<file path="src/rtl/muldiv_sequencer_if.sv">
// Execute-stage handshake bundle between the pipeline and the iterative mul/div unit.
// Slave modport is the unit itself; master modport is the pipeline side.
// Carries the op request, the kill, the stall request and the registered result.
interface muldiv_sequencer_if #(
  parameter int XLEN = 32
);
  logic            start_e;
  logic [1:0]      op_e;
  logic [XLEN-1:0] a_e;
  logic [XLEN-1:0] b_e;
  logic [4:0]      rd_e;
  logic            flush_e;
  logic            busy;
  logic            valid_m;
  logic [XLEN-1:0] result_m;
  logic [4:0]      rd_m;

  modport master (
    output start_e, op_e, a_e, b_e, rd_e, flush_e,
    input  busy, valid_m, result_m, rd_m
  );

  modport slave (
    input  start_e, op_e, a_e, b_e, rd_e, flush_e,
    output busy, valid_m, result_m, rd_m
  );
endinterface

</file>
<file path="src/rtl/muldiv_sequencer.sv">
// Iterative MUL/MULHU/DIVU/REMU unit: one shift-add or restoring-divide step per cycle.
// Latency: XLEN+1 cycles from start to the valid_m pulse; divide-by-zero takes 1 cycle.
// Backpressure: busy (combinational) stalls the pipeline until the DONE cycle; flush_e kills the op.
// Optional feature: define MULDIV_EARLY_OUT_EN to end multiplies once the remaining multiplier bits are zero.
module muldiv_sequencer #(
  parameter int XLEN = 32
) (
  input  logic               clk,
  input  logic               arst_n,
  muldiv_sequencer_if.slave  mif
);

  localparam int CW = $clog2(XLEN) + 1;

  typedef enum logic [1:0] {S_IDLE, S_RUN, S_DONE} state_t;

  state_t            state_q, state_d;
  logic [1:0]        op_q, op_d;
  logic [4:0]        rd_lat_q, rd_lat_d;
  logic [CW-1:0]     count_q, count_d;
  // acc: product for multiplies, partial remainder (low XLEN+1 bits) for divides
  logic [2*XLEN-1:0] acc_q, acc_d;
  // mcand: shifting multiplicand for multiplies, static divisor for divides
  logic [2*XLEN-1:0] mcand_q, mcand_d;
  // mplier: multiplier shifting out LSB first, or dividend turning into quotient
  logic [XLEN-1:0]   mplier_q, mplier_d;
  logic [XLEN-1:0]   result_q, result_d;
  logic [4:0]        rd_m_q, rd_m_d;
  logic              valid_q, valid_d;

  logic              is_div;
  logic [2*XLEN-1:0] mul_acc;
  logic [XLEN-1:0]   mul_mplier;
  logic [XLEN:0]     div_shift;
  logic [XLEN+1:0]   div_diff;
  logic              div_ok;
  logic [XLEN:0]     div_rem;
  logic [2*XLEN-1:0] step_acc;
  logic [2*XLEN-1:0] step_mcand;
  logic [XLEN-1:0]   step_mplier;
  logic [XLEN-1:0]   step_res;
  logic              early_done;

  assign is_div = op_q[1];

  // One datapath iteration computed from the current registers
  always_comb begin
    mul_acc     = mplier_q[0] ? (acc_q + mcand_q) : acc_q;
    mul_mplier  = mplier_q >> 1;
    div_shift   = {acc_q[XLEN-1:0], mplier_q[XLEN-1]};
    div_diff    = {1'b0, div_shift} - {2'b00, mcand_q[XLEN-1:0]};
    div_ok      = ~div_diff[XLEN+1];
    div_rem     = div_ok ? div_diff[XLEN:0] : div_shift;
    step_acc    = is_div ? {{(XLEN-1){1'b0}}, div_rem} : mul_acc;
    step_mcand  = is_div ? mcand_q : (mcand_q << 1);
    step_mplier = is_div ? {mplier_q[XLEN-2:0], div_ok} : mul_mplier;
    unique case (op_q)
      2'b00:   step_res = step_acc[XLEN-1:0];
      2'b01:   step_res = step_acc[2*XLEN-1:XLEN];
      2'b10:   step_res = step_mplier;
      default: step_res = step_acc[XLEN-1:0];
    endcase
  end

`ifdef MULDIV_EARLY_OUT_EN
  // Multiplier exhausted after this step: no further adds can change the product
  assign early_done = ~is_div & (mul_mplier == '0);
`else
  assign early_done = 1'b0;
`endif

  assign mif.busy = ((state_q == S_IDLE) & mif.start_e & ~mif.flush_e) | (state_q == S_RUN);
  assign mif.valid_m  = valid_q;
  assign mif.result_m = result_q;
  assign mif.rd_m     = rd_m_q;

  // Next-state and register-load decisions
  always_comb begin
    state_d  = state_q;
    op_d     = op_q;
    rd_lat_d = rd_lat_q;
    count_d  = count_q;
    acc_d    = acc_q;
    mcand_d  = mcand_q;
    mplier_d = mplier_q;
    result_d = result_q;
    rd_m_d   = rd_m_q;
    valid_d  = 1'b0;
    unique case (state_q)
      S_IDLE: begin
        if (mif.start_e && !mif.flush_e) begin
          op_d     = mif.op_e;
          rd_lat_d = mif.rd_e;
          count_d  = CW'(XLEN);
          acc_d    = '0;
          mcand_d  = {{XLEN{1'b0}}, (mif.op_e[1] ? mif.b_e : mif.a_e)};
          mplier_d = mif.op_e[1] ? mif.a_e : mif.b_e;
          if (mif.op_e[1] && (mif.b_e == '0)) begin
            // Divide by zero resolves immediately: quotient all ones, remainder = dividend
            state_d  = S_DONE;
            valid_d  = 1'b1;
            result_d = mif.op_e[0] ? mif.a_e : '1;
            rd_m_d   = mif.rd_e;
          end else begin
            state_d = S_RUN;
          end
        end
      end
      S_RUN: begin
        if (mif.flush_e) begin
          state_d = S_IDLE;
        end else begin
          acc_d    = step_acc;
          mcand_d  = step_mcand;
          mplier_d = step_mplier;
          count_d  = count_q - CW'(1);
          if ((count_q == CW'(1)) || early_done) begin
            state_d  = S_DONE;
            valid_d  = 1'b1;
            result_d = step_res;
            rd_m_d   = rd_lat_q;
          end
        end
      end
      S_DONE: begin
        // The held instruction leaves execute at the end of this cycle
        state_d = S_IDLE;
      end
      default: state_d = S_IDLE;
    endcase
  end

  // State and datapath registers
  always_ff @(posedge clk or negedge arst_n) begin
    if (!arst_n) begin
      state_q  <= S_IDLE;
      op_q     <= '0;
      rd_lat_q <= '0;
      count_q  <= '0;
      acc_q    <= '0;
      mcand_q  <= '0;
      mplier_q <= '0;
      result_q <= '0;
      rd_m_q   <= '0;
      valid_q  <= 1'b0;
    end else begin
      state_q  <= state_d;
      op_q     <= op_d;
      rd_lat_q <= rd_lat_d;
      count_q  <= count_d;
      acc_q    <= acc_d;
      mcand_q  <= mcand_d;
      mplier_q <= mplier_d;
      result_q <= result_d;
      rd_m_q   <= rd_m_d;
      valid_q  <= valid_d;
    end
  end

endmodule

</file>
<file path="src/flat_wrapper.sv">
// flat-port wrapper written by rule: the top's interface ports become plain ports
module muldiv_sequencer_flat 
#(
  parameter int XLEN = 32
)
  (clk, arst_n, mif_start_e, mif_op_e, mif_a_e, mif_b_e, mif_rd_e, mif_flush_e, mif_busy, mif_valid_m, mif_result_m, mif_rd_m);
  muldiv_sequencer_if #(.XLEN(XLEN)) mif_i ();
  input  logic clk;
  input  logic arst_n;
  input wire logic [$bits(mif_i.start_e)-1:0] mif_start_e;
  input wire logic [$bits(mif_i.op_e)-1:0] mif_op_e;
  input wire logic [$bits(mif_i.a_e)-1:0] mif_a_e;
  input wire logic [$bits(mif_i.b_e)-1:0] mif_b_e;
  input wire logic [$bits(mif_i.rd_e)-1:0] mif_rd_e;
  input wire logic [$bits(mif_i.flush_e)-1:0] mif_flush_e;
  output wire logic [$bits(mif_i.busy)-1:0] mif_busy;
  output wire logic [$bits(mif_i.valid_m)-1:0] mif_valid_m;
  output wire logic [$bits(mif_i.result_m)-1:0] mif_result_m;
  output wire logic [$bits(mif_i.rd_m)-1:0] mif_rd_m;
  assign mif_i.start_e = mif_start_e;
  assign mif_i.op_e = mif_op_e;
  assign mif_i.a_e = mif_a_e;
  assign mif_i.b_e = mif_b_e;
  assign mif_i.rd_e = mif_rd_e;
  assign mif_i.flush_e = mif_flush_e;
  assign mif_busy = mif_i.busy;
  assign mif_valid_m = mif_i.valid_m;
  assign mif_result_m = mif_i.result_m;
  assign mif_rd_m = mif_i.rd_m;
  muldiv_sequencer #(.XLEN(XLEN)) u_core (.clk(clk), .arst_n(arst_n), .mif(mif_i));
endmodule
</file>
<file path="config.mk">
export PLATFORM = sky130hd
export DESIGN_NAME = muldiv_sequencer_flat
export DESIGN_NICKNAME = d
export VERILOG_FILES = /design/src/rtl/muldiv_sequencer_if.sv /design/src/rtl/muldiv_sequencer.sv /design/src/flat_wrapper.sv
export SDC_FILE = /design/constraint.sdc
export NUM_CORES = 1
export LEC_CHECK = 0
export ABC_AREA = 0
export BUFFER_PORTS_ARGS = -buffer_cell sky130_fd_sc_hd__buf_2
export CAP_MARGIN = 10
export CORE_ASPECT_RATIO = 1.25
export CORE_MARGIN = 2
export CORE_UTILIZATION = 50
export DETAILED_ROUTE_END_ITERATION = 16
export PLACE_DENSITY = 0.69
export REMOVE_ABC_BUFFERS = 1
export SLEW_MARGIN = 20
export SYNTH_ARGS = -nofsm -noshare
export SYNTH_HDL_FRONTEND = slang
export SYNTH_SLANG_ARGS = --single-unit
</file>
<file path="constraint.sdc">
create_clock -name clk -period 5.4 [get_ports clk]
set_input_delay 1.08 -clock clk [delete_from_list [all_inputs] [get_ports clk]]
set_output_delay 1.08 -clock clk [all_outputs]
set_load 0.02 [all_outputs]
</file>
==> metrics <==
final worst setup slack 1313 ps; Pwr Density 557.1 nW/µm²; post-synthesis instance area 17700 µm²; DRT iter0 DRCs 1878; area of the multi-input gates 11610 µm²; fin util 0.5536; status finished, final reports clean; Die X 172.3 µm; Final min period 4087 ps; count of final setup violators 0; Slew @ Worst Pin 1224 ps; Post-DRT Antenna Nets 0; DRC viols 0; core outline area 35170 µm²; die height 214.4 µm; commonest register cell after synthesis dfrtp_1; vias in the first global route 17170; Clk pin slew, worst setup/hold paths 60 ps; initial antenna violation count 3; Synth warnings 0; mean area per synthesized cell 7.806 µm²; Num CTS Buffers 25; Power, Total 10.84 mW; Post-DP HPWL 50660 µm; GP Congestion 1.072; CTS sink count 213; Overflow after GRT 0; Slew Limit Fails 0; Post-CTS Hold Buffers 0; Final Hold Vio Count 0; Yosys reg bits 213; root buf cell clkbuf_16; Hold Crit Start u_core.rd_lat_q[1]; top-level port count 114; Via Count 17790; H-tree depth 1; WL final 67510 µm; wire per inst 24.24 µm; CP Class register to register; WHS Path Cells 2; initial core utilization 0.5035; synthesized instance count 2268; Reg2Reg Depth 13; number of cell rows 77; Critical Path RT 5830 ps; TritonCTS clock tree done; Async SR Flop Fraction 1.000; worst hold-check path type register to register; Hold Crit Endpoint u_core.rd_lat_q[1]; Placed Cells 2740; Post-Layout Cell Count 2785; Layout Nets 2470; r2r setup slk 1310 ps; largest net degree at the start of global routing 93; RR Endpoint u_core.mif.result_m[22]; fin area 19470 µm²; DP Worst Slack 1034 ps; Area Overhead vs Synth 9.951%; Worst VDD drop 0.2616 mV; number of synthesized flops with an enable pin 0; die area 36940 µm²; critical path capture point type register; post-CTS sizing 0; Period Utilization, post-route 0.7569; clock latency on the worst-skew pair 540 ps; RSZ-0062 raised after global routing no; Setup Skew 14.68 ps; LEAKAGE 8.836 nW; drt pass-1 iters 6; Max FO, Critical Path 16; post-synth cell types 88; layout cells sized above 1 0.1100; Rel. slew slack 0.1762; IO Port Bufs 113; fill count 3362; Critical R2R Launch u_core.mcand_q[1]; first-pass GRT wire length 103000 µm; GRT Total Usage 0.3638; crit path launch type register; crit path DAT 4510 ps; # Post-CTS Setup Buffers 0; register area share after synthesis 0.3011; vias per inst 6.389; dpl cell area 18600 µm²; Max Fclk 244.7 MHz; register area 5335 µm²; Clock Path Buffers 3; maxcap violations 0
state kept, by name (all words and copies together), names as in the netlist:
register,flops
u_core.count_q,6
u_core.mif.rd_m,5
u_core.acc_q,64
u_core.state_q,2
u_core.mif.result_m,32
u_core.op_q,2
u_core.mif.valid_m,1
u_core.mplier_q,32
u_core.rd_lat_q,5
u_core.mcand_q,64
layout make-up:
type	instances	share of cell area
timing repair buffer	142	0.04281
tap	474	0.03047
multi-input combinational	1846	0.5965
antenna	2	0.0002571
clock inverter	10	0.008163
inverter	66	0.01273
sequential	213	0.2741
clock buffer	32	0.03503
cell usage after synthesis (30+ instances only):
library cell  number  area share
mux2_2            37       0.024
nand4_1           30       0.011
xnor2_1           44       0.022
a21o_1            50       0.021
o21ai_0          243       0.069
dfrtp_1          213        0.30
nor3_1            33      0.0093
clkbuf_1         122       0.026
mux2i_1           77       0.044
inv_1             64       0.014
a21oi_1          223       0.063
nand2_1          345       0.073
xor2_1            33       0.016
ha_1              99       0.070
nor2_1           191       0.040
power by group:
part	internal, mW	switching (mW)	total [mW]
sequential	2.02	0.584	2.61
clock	1.08	0.728	1.81
combinational	2.36	4.08	6.43
metal layers:
metal  track usage  share of wire  up-vias
li1              -              -     8300
met1        0.4885           0.41     8562
met2        0.5813           0.46      771
met3       0.03931          0.069      159
met4        0.1812          0.055        0
met5             0              0        -
metrics by stage:
| stage | hold WS (ps) | setup TNS, ps |
|---|---|---|
| after floorplan | 445.5 | -567190 |
| after detailed placement | 465.7 | 0 |
| after global routing | 506.9 | 0 |
| after CTS | 480.6 | 0 |
| final | 479.3 | 0 |
| after global placement | 458.4 | 0 |
cell usage in the layout (no fill, tap or decap), types with 8 or more instances in the layout:
cell type  instances
a211oi_1          27
o21ai_0          243
o21a_1            25
a221o_1            9
xnor2_1           44
nand4_1           30
a22o_1            28
and2_1             9
o21ai_1            8
buf_4             27
nor2_1           188
a31oi_1           29
nor4_1            17
and3_1             9
ha_1              99
clkbuf_16         25
a22oi_1           10
o22ai_1            9
nor3_1            30
buf_2            111
mux2i_1           77
a21o_1            49
nand2_1          345
mux2_2            37
o21bai_1          13
dfrtp_1          211
nand2b_1          19
o211ai_1          26
inv_1             64
a21oi_1          223
nand3_1           29
nor2b_1           18
a221oi_1          15
or3_1             17
xor2_1            33
o31ai_1           11
worst max-delay path by stage:
stage / start / to
global placement: mif_b_e[9] / u_core.mif.result_m[24]
global route: u_core.mcand_q[1] / u_core.mif.result_m[22]
finish: u_core.mcand_q[1] / u_core.mif.result_m[22]
CTS: u_core.mcand_q[1] / u_core.mif.result_m[22]
floorplan: u_core.state_q[1] / u_core.mcand_q[0]
detailed placement: mif_b_e[9] / u_core.mif.result_m[24]
cells by family after synthesis:
group / count (synthesis) / synth area share
mux: 114 / 0.06707
compound gates: 802 / 0.2859
xor+xnor: 77 / 0.03809
flops: 213 / 0.3011
simple gates: 752 / 0.1895
buf+inv: 209 / 0.04608
fa+ha+maj: 101 / 0.07223
worst max-delay path, cell delays in order, from the launching register on:
cell and delay (ps):
dfrtp_1 450, inv_1 110, ha_1 290, nor2b_1 150, o2111a_1 280, o211ai_1 230
a21oi_1 110, buf_4 170, o311ai_1 400, and2_1 610, nor2_1 110, a211oi_1 540
o21ai_1 200, a31o_2 300
(Power assumes the default switching activity.)
